File: config.mk
export PLATFORM = sky130hd
export DESIGN_NAME = sobel_stream_feeder
export DESIGN_NICKNAME = d
export VERILOG_FILES = /design/src/rtl/sobel_stream_feeder.sv
export SDC_FILE = /design/constraint.sdc
export NUM_CORES = 1
export LEC_CHECK = 0
export BUFFER_PORTS_ARGS = -buffer_cell sky130_fd_sc_hd__clkbuf_2
export CORE_MARGIN = 2
export CORE_UTILIZATION = 49
export CTS_BUF_LIST = sky130_fd_sc_hd__clkbuf_4 sky130_fd_sc_hd__clkbuf_8 sky130_fd_sc_hd__clkbuf_16
export DETAILED_ROUTE_END_ITERATION = 10
export PLACE_DENSITY = 0.84
export SYNTH_ARGS = -nofsm -noshare
export SYNTH_HDL_FRONTEND = slang
export SYNTH_SLANG_ARGS = --single-unit
export TNS_END_PERCENT = 10
File: constraint.sdc
create_clock -name i_clk -period 3.2 [get_ports i_clk]
set_clock_uncertainty 0.1 [all_clocks]
set_input_delay 0.96 -clock i_clk [delete_from_list [all_inputs] [get_ports i_clk]]
set_output_delay 0.96 -clock i_clk [all_outputs]
set_load 0.005 [all_outputs]
File: src/rtl/sobel_stream_feeder.sv
// Streams a raster-order RGB frame from a source SRAM into the SobelFilter core
// and writes every 32-bit filter result back to a destination SRAM.
module sobel_stream_feeder #(
  parameter int IMG_W  = 256,
  parameter int IMG_H  = 256,
  parameter int ADDR_W = 16
) (
  input  logic              i_clk,
  input  logic              i_rst,
  input  logic              i_start,
  output logic              o_src_rd,
  output logic [ADDR_W-1:0] o_src_addr,
  input  logic [23:0]       i_src_data,
  output logic              o_rgb_vld,
  output logic [23:0]       o_rgb_data,
  input  logic              i_rgb_busy,
  input  logic              i_result_vld,
  input  logic [31:0]       i_result_data,
  output logic              o_result_busy,
  output logic              o_dst_we,
  output logic [ADDR_W-1:0] o_dst_addr,
  output logic [31:0]       o_dst_data,
  output logic              o_active,
  output logic              o_done
);

  localparam int CNT_W = ADDR_W + 1;
  localparam logic [CNT_W-1:0] N = CNT_W'(IMG_W * IMG_H);

  typedef enum logic [1:0] {IDLE, RUN, DONE} state_t;

  state_t           state, state_next;
  logic             start_frame;
  logic [CNT_W-1:0] rd_addr, tx_cnt, rx_cnt;
  logic [23:0]      fifo_mem [2];
  logic             wr_ptr, rd_ptr;
  logic [1:0]       fifo_count, occ_next;
  logic             rd_pending;
  logic             tx_fire, rx_fire;

  always_ff @(posedge i_clk) begin
    if (!i_rst) state <= IDLE;
    else        state <= state_next;
  end

  always_comb begin
    state_next  = state;
    start_frame = 1'b0;
    case (state)
      IDLE, DONE: begin
        if (i_start) begin
          start_frame = 1'b1;
          state_next  = RUN;
        end
      end
      RUN:     if (rx_cnt == N) state_next = DONE;
      default: state_next = IDLE;
    endcase
  end

  assign o_active      = (state == RUN);
  assign o_done        = (state == DONE);
  assign o_rgb_vld     = (fifo_count != 2'd0) && (tx_cnt < N);
  assign o_rgb_data    = fifo_mem[rd_ptr];
  assign tx_fire       = o_rgb_vld && !i_rgb_busy;
  assign o_result_busy = !((state == RUN) && (rx_cnt < N));
  assign rx_fire       = i_result_vld && !o_result_busy;

  // A pop in this cycle frees its slot immediately, which is what lets the
  // two-entry prefetch sustain one pixel per cycle.
  assign occ_next   = fifo_count + {1'b0, rd_pending} - {1'b0, tx_fire};
  assign o_src_rd   = (state == RUN) && (rd_addr < N) && (occ_next < 2'd2);
  assign o_src_addr = rd_addr[ADDR_W-1:0];

  always_ff @(posedge i_clk) begin
    if (!i_rst) begin
      rd_addr     <= '0;
      tx_cnt      <= '0;
      rx_cnt      <= '0;
      fifo_mem[0] <= '0;
      fifo_mem[1] <= '0;
      wr_ptr      <= 1'b0;
      rd_ptr      <= 1'b0;
      fifo_count  <= 2'd0;
      rd_pending  <= 1'b0;
      o_dst_we    <= 1'b0;
      o_dst_addr  <= '0;
      o_dst_data  <= '0;
    end else begin
      o_dst_we <= rx_fire;
      if (rx_fire) begin
        o_dst_addr <= rx_cnt[ADDR_W-1:0];
        o_dst_data <= i_result_data;
      end
      if (start_frame) begin
        rd_addr    <= '0;
        tx_cnt     <= '0;
        rx_cnt     <= '0;
        wr_ptr     <= 1'b0;
        rd_ptr     <= 1'b0;
        fifo_count <= 2'd0;
        rd_pending <= 1'b0;
      end else begin
        rd_pending <= o_src_rd;
        fifo_count <= occ_next;
        if (o_src_rd) rd_addr <= rd_addr + 1'b1;
        // SRAM data is valid exactly one cycle after the read strobe.
        if (rd_pending) begin
          fifo_mem[wr_ptr] <= i_src_data;
          wr_ptr           <= ~wr_ptr;
        end
        if (tx_fire) begin
          rd_ptr <= ~rd_ptr;
          tx_cnt <= tx_cnt + 1'b1;
        end
        if (rx_fire) rx_cnt <= rx_cnt + 1'b1;
      end
    end
  end

endmodule

==> metrics.yaml, run 1 <==
antenna_found_initial: 0
grt_pass1_wl_mm: 22.7
endpoint: "o_src_rd"
initial_core_util_pct: 50.4
cts_buffer_depth: 2
critical_path.top_delay_family: "adder cells"
placed_area_um2: 7590
hold_buffers: 0
path_max_fanout: 2
power.leakage_nw: 3.20
design.core.area_um2: 13300
grt_pass1_vias: 4900
reg2reg_slack_ns: 0.54
tightest_slew_ns: 0.582
nFillCells: 1062
critPathRequiredTime_ns: 2.14
yosysSeqAreaShare_pct: 53.8
max_freq_mhz: 316
final.period_utilization_pct: 99.0
grtUsageTotal_pct: 19.6
synth_cell_types: 38
crit_top_cell: "inv_1"
cp.arrival_ns: 2.11
crit_path_start: "i_rgb_busy"
cp-end-kind: "primary output"
clock_latency_ns: 0.41
synth_cells: 676
clkTransAtPathRegs_ns: 0.06
viasPerCell: 5.21
postSynthAreaPerCell_um2: 9.91
tritoncts_num_sinks: 156
path_class: "in2out"
synth_warnings: 0
syn_nets: 743
min_period_ns: 3.17
ys.flop_type: "dfxtp_1"
synth-seq-cells: 156
cap_violations: 0
synth_edf_count: 48
drive_gt1_share_pct: 29.6
antenna_left: 0
hold_class: "reg2reg"
relSlewSlack_pct: 61.2
die_h_um: 121
layout_commonest_cell: "clkbuf_2"
setup_viol_count_final: 0
syn-cell-area_um2: 6700
path_buf_inv: 4
grt_max_degree: 50
antenna_cells: 0
power-per-cell-area_nw_per_um2: 534
dp_hpwl_mm: 9.51
vdd_ir_drop_max_v: 0.000458
die_w_um: 121
fin_tns_setup_ns: 0
power.total_w: 0.00441
design_area_um2: 8260
drc: 0
r2r_cells: 12
design.die.area_um2: 14600
dr.first_iter.drc_count: 378
clock-root-buffer: "clkbuf_16"
hold_viol_final: 0
grt-ovfl-total: 0
path_cells: "buf_2, nor2_4, ha_4, inv_1, ha_2, xnor3_2, nand2_2, inv_1, clkbuf_2"
r2r_start: "fifo_count[1]$_SDFF_PP0_"
post-route-util_pct: 62.1
drv_slew: 0
firstDrtPassIters: 4
rows: 42
start_kind: "input port"
area_delta_synth_final_pct: 23.3
io_buffers: 154
async_reset_ff_share_pct: 0
routedWlPerCell_um: 14.0
max_stage_delay_ns: 0.26
outcome: "finished clean"
place_congestion: 0.777
htreeDepth: 4
num_vias: 5229
cts_buffers: 17
crit_cells: 9
ff_latch_area_um2: 3600
io_pins: 155
multi_input_area_um2: 2830
layout_common_cells: "clkbuf_2, nand2_1, dfxtp_1"
slowest_stage: "xnor3_2"
r2r-end: "rd_addr[9]$_SDFFE_PP0P_"
drt-total-wl_mm: 14.0
cts_tree: "done"
nNetsFinal: 882
[synthesized netlist by cell type, types with 2 or more instances]
cell / n / area share, %
nor4bb_1: 2 / 0.30
nand3_1: 16 / 1.2
inv_1: 11 / 0.62
nor2_1: 25 / 1.4
nand2b_1: 4 / 0.37
and4_1: 5 / 0.65
o21a_1: 5 / 0.56
nand4_1: 12 / 1.1
a21boi_0: 48 / 5.4
o31ai_1: 10 / 1.1
xor2_1: 6 / 0.78
buf_4: 16 / 1.8
clkbuf_1: 37 / 2.1
xnor2_1: 15 / 2.0
nor4_1: 12 / 1.1
mux2_2: 24 / 4.0
o21ai_0: 13 / 0.97
edfxtp_1: 48 / 22
nor3_1: 4 / 0.30
ha_1: 6 / 1.1
o211ai_1: 2 / 0.22
nand2_1: 120 / 6.7
or3_1: 16 / 1.5
or4_1: 12 / 1.3
and2_1: 50 / 4.7
nor3b_1: 2 / 0.22
dfxtp_1: 108 / 32
nor2b_1: 6 / 0.56
buf_1: 3 / 0.17
and3_1: 3 / 0.28
buf_2: 2 / 0.15
a21oi_1: 27 / 2.0
[layout make-up]
class                      count  area share (%)
sequential                   156            43.6
multi-input combinational    451            34.2
timing repair buffer         178            11.5
clock buffer                  23            6.13
tap                          176            2.67
clock inverter                 9            1.32
inverter                      11           0.500
[worst min-delay path: stages, from the launching register on]
cell	delay (ns)
dfxtp_1	0.31
nand2_1	0.04
a21boi_0	0.06
[report_power, final]
part	switching, W	internal [W]	leakage, nW
clock network	0.000767	0.00127	0.294
registers	0.0000219	0.00208	1.37
logic	0.000141	0.000125	1.54
[repair_timing]
item / CTS / global route
setup endpoints to repair: 1 / 1
setup buffers: 0 / 4
pin swaps: 0 / 2
gates resized for setup: 1 / 3
[sequential cells by signal, indices dropped and copies added, names as in the netlist, named ones only]
register / flops
fifo_mem: 48
rd_addr: 17
fifo_count: 2
tx_cnt: 17
wr_ptr: 1
rx_cnt: 17
o_dst_addr: 16
rd_pending: 1
o_dst_data: 32
rd_ptr: 1
o_dst_we: 1
state: 2
[metal layers]
metal | GRT usage [%] | up-vias | part of all wire (%)
met4 | 6.83 | 0 | 1.6
li1 | - | 2599 | -
met1 | 22.8 | 2475 | 43
met5 | 0 | - | 0
met2 | 33.2 | 140 | 50
met3 | 7.24 | 15 | 6.2
[worst min-delay path by stage]
stage                                            from                           to  slack, ns  cells after the start
final                     o_dst_data[31]$_SDFFE_PN0P_  o_dst_data[31]$_SDFFE_PN0P_       0.36                      2
after global routing      o_dst_data[26]$_SDFFE_PN0P_  o_dst_data[26]$_SDFFE_PN0P_       0.38                      2
after CTS                 o_dst_data[27]$_SDFFE_PN0P_  o_dst_data[27]$_SDFFE_PN0P_       0.36                      2
after detailed placement      tx_cnt[16]$_SDFFE_PP0P_      tx_cnt[16]$_SDFFE_PP0P_       0.35                      1
after global placement        tx_cnt[16]$_SDFFE_PP0P_      tx_cnt[16]$_SDFFE_PP0P_       0.35                      1
after floorplan               tx_cnt[16]$_SDFFE_PP0P_      tx_cnt[16]$_SDFFE_PP0P_       0.33                      1
[logic make-up (layout without fill, tap and decap cells)]
kind of cell	count (synthesis)	in the layout	share of synthesized area, %
AO/OA/AOI/OAI	107	107	10.6
XOR/XNOR	22	22	3.08
adder cells (fa/ha/maj)	6	6	1.12
buffers and inverters	69	221	4.80
flip-flops	156	156	53.8
multiplexers	24	24	4.04
AND/OR/NAND/NOR	292	292	22.6
[metrics by stage]
step | std cells | setup WS [ns] | hold WS [ns]
after floorplan | 676 | 0.00762 | 0.332
after global placement | 968 | 0.0561 | 0.347
after detailed placement | 968 | 0.0106 | 0.348
after CTS | 1000 | 0.0210 | 0.364
after global routing | 1004 | -0.0300 | 0.380
final | 1004 | 0.0325 | 0.361
No activity file was read; power rests on OpenSTA's default activity.
==> run 2: changes to the inputs <==
Settings changed: SETUP_SLACK_MARGIN set to 0.4.
==> run 2 against run 1 <==
Effect of this change:
- first-iteration DRC count shrank 22%
- clock power barely moved
- core utilization decreased by 0.13 points
- setup slack better by 0.069 ns
- highest routed layer unchanged
==> metrics.yaml, run 2 (synthesized netlist as in run 1, its figures left out) <==
grt_pass1_vias: 4921  # +0.43%
hold_viol_final: 0  # unchanged
place_congestion: 0.847  # +9.1%
min_period_ns: 3.10  # -0.0686 ns
design_area_um2: 8240  # -0.21%
grt-ovfl-total: 0  # unchanged
setup_viol_count_final: 0  # unchanged
die_w_um: 121  # unchanged
vdd_ir_drop_max_v: 0.000383  # -16%
area_delta_synth_final_pct: 23.1
tritoncts_num_sinks: 156  # unchanged
num_vias: 5160  # -1.3%
post-route-util_pct: 62.0  # -0.13 points
cts_buffer_depth: 2  # unchanged
relSlewSlack_pct: 69.9  # +8.7 points
placed_area_um2: 7590  # about the same
io_pins: 155  # unchanged
path_max_fanout: 2  # unchanged
rows: 42  # unchanged
antenna_found_initial: 0  # unchanged
fin_tns_setup_ns: 0  # unchanged
cts_buffers: 17  # unchanged
top_regs: "fifo_mem (48), o_dst_data (32)"
cp.arrival_ns: 2.04  # -0.07 ns
initial_core_util_pct: 50.4  # unchanged
start_kind: "input port"
drc: 0  # unchanged
antenna_left: 0  # unchanged
htreeDepth: 4  # unchanged
final.period_utilization_pct: 96.8  # -2.1 points
drive_gt1_share_pct: 29.6  # about the same
viasPerCell: 5.15  # -1.0%
dr.first_iter.drc_count: 296  # -22%
power.total_w: 0.00438  # -0.83%
cp-end-kind: "primary output"
nNetsFinal: 879  # -0.34%
tightest_slew_ns: 0.452  # -0.130 ns
max_freq_mhz: 323  # +2.2%
routedWlPerCell_um: 14.1  # +0.57%
rsz0062_at_grt: "true"
path_cells: "buf_8, nor2_4, ha_4, inv_2, ha_4, xnor3_2, nand2_2, inv_2, clkbuf_2"
nFillCells: 1090  # +2.6%
dpl.cell_count: 967  # -0.10%
firstDrtPassIters: 4  # unchanged
drv_slew: 0  # unchanged
clkTransAtPathRegs_ns: 0.06  # about the same
power-per-cell-area_nw_per_um2: 531  # -0.62%
clock_latency_ns: 0.41  # about the same
critPathRequiredTime_ns: 2.14  # about the same
final_cell_count_no_fill: 1001  # -0.30%
outcome: "finished clean"
hold_buffers: 0  # unchanged
slowest_stage: "xnor3_2"
grt_max_degree: 50  # unchanged
hold_class: "reg2reg"
antenna_cells: 0  # unchanged
dp_hpwl_mm: 9.51  # about the same
top_register: "fifo_mem"
grt_pass1_wl_mm: 22.8  # +0.61%
clock-root-buffer: "clkbuf_16"
power.leakage_nw: 3.19  # -0.33%
cap_violations: 0  # unchanged
cts_tree: "done"
die_h_um: 121  # unchanged
max_stage_delay_ns: 0.27  # about the same
largest_reg_flops: 48  # unchanged
design.core.area_um2: 13300  # unchanged
design.die.area_um2: 14600  # unchanged
layout_common_cells: "clkbuf_2, nand2_1, dfxtp_1"
grtUsageTotal_pct: 19.7  # +0.074 points
io_buffers: 154  # unchanged
path_class: "in2out"
drt-total-wl_mm: 14.1  # +0.27%
layout_commonest_cell: "clkbuf_2"
run 2: cell types whose count changed in the layout (fill, tap and decap cells not counted):
cell,change
clkinv_4,+1
ha_2,-1
inv_2,+2
buf_2,-1
buf_8,+1
clkbuf_8,-1
clkinv_2,+3
ha_4,+1
inv_4,+1
inv_6,-1
clkbuf_4,-1
clkinvlp_4,-2
buf_4,-3
inv_1,-2
run 2: worst max-delay path, delay by kind of cell:
kind          cells  cell delay (ns)
buf+inv           4             0.29
simple gates      2             0.20
xor+xnor          1             0.27
fa+ha+maj         2             0.33
run 2: metrics by stage:
| step | hold slack, ns | worst slack [ns] |
|---|---|---|
| after floorplan | 0.332 | 0.0644 |
| after global placement | 0.347 | 0.0272 |
| after detailed placement | 0.355 | 0.00342 |
| after CTS | 0.364 | 0.0701 |
| after global routing | 0.382 | 0.0603 |
| final | 0.361 | 0.101 |
run 2: path summary, 6_finish.rpt:
kind	from	cells past startpoint	end	slack [ns]
setup / recovery	i_rgb_busy	9	o_src_rd	0.10
hold / removal	o_dst_data[4]$_SDFFE_PN0P_	2	o_dst_data[4]$_SDFFE_PN0P_	0.36
setup reg to reg	fifo_count[0]$_SDFF_PP0_	10	rd_addr[13]$_SDFFE_PP0P_	0.60
hold reg to reg	o_dst_data[4]$_SDFFE_PN0P_	2	o_dst_data[4]$_SDFFE_PN0P_	0.36
run 2: area by class of cell:
type                       count  area [µm²]  area share [%]
tap                          176         220            2.67
clock inverter                11         115            1.40
timing repair buffer         175         938            11.4
multi-input combinational    451        2840            34.4
sequential                   156        3600            43.7
inverter                      11        41.3           0.501
clock buffer                  21         485            5.89
run 2: timing repair:
item | CTS | global route
gates cloned | 0 | 0
pin swaps | 3 | 2
endpoints found under the setup margin | 5 | 1
gates resized for setup | 5 | 1
buffers inserted | 2 | 0
hold endpoints to repair | 0 | 0
run 2: metal layers:
metal	GRT usage [%]	wire, µm	vias to the layer above
met5	0	0	-
met2	32.1	6820	150
li1	-	-	2596
met1	24.1	6120	2395
met4	7.49	257	0
met3	6.58	892	19
run 2: power by group:
part | internal, W | switching (W)
clock | 0.00124 | 0.000769
combinational | 0.000123 | 0.000139
sequential | 0.00208 | 0.0000221
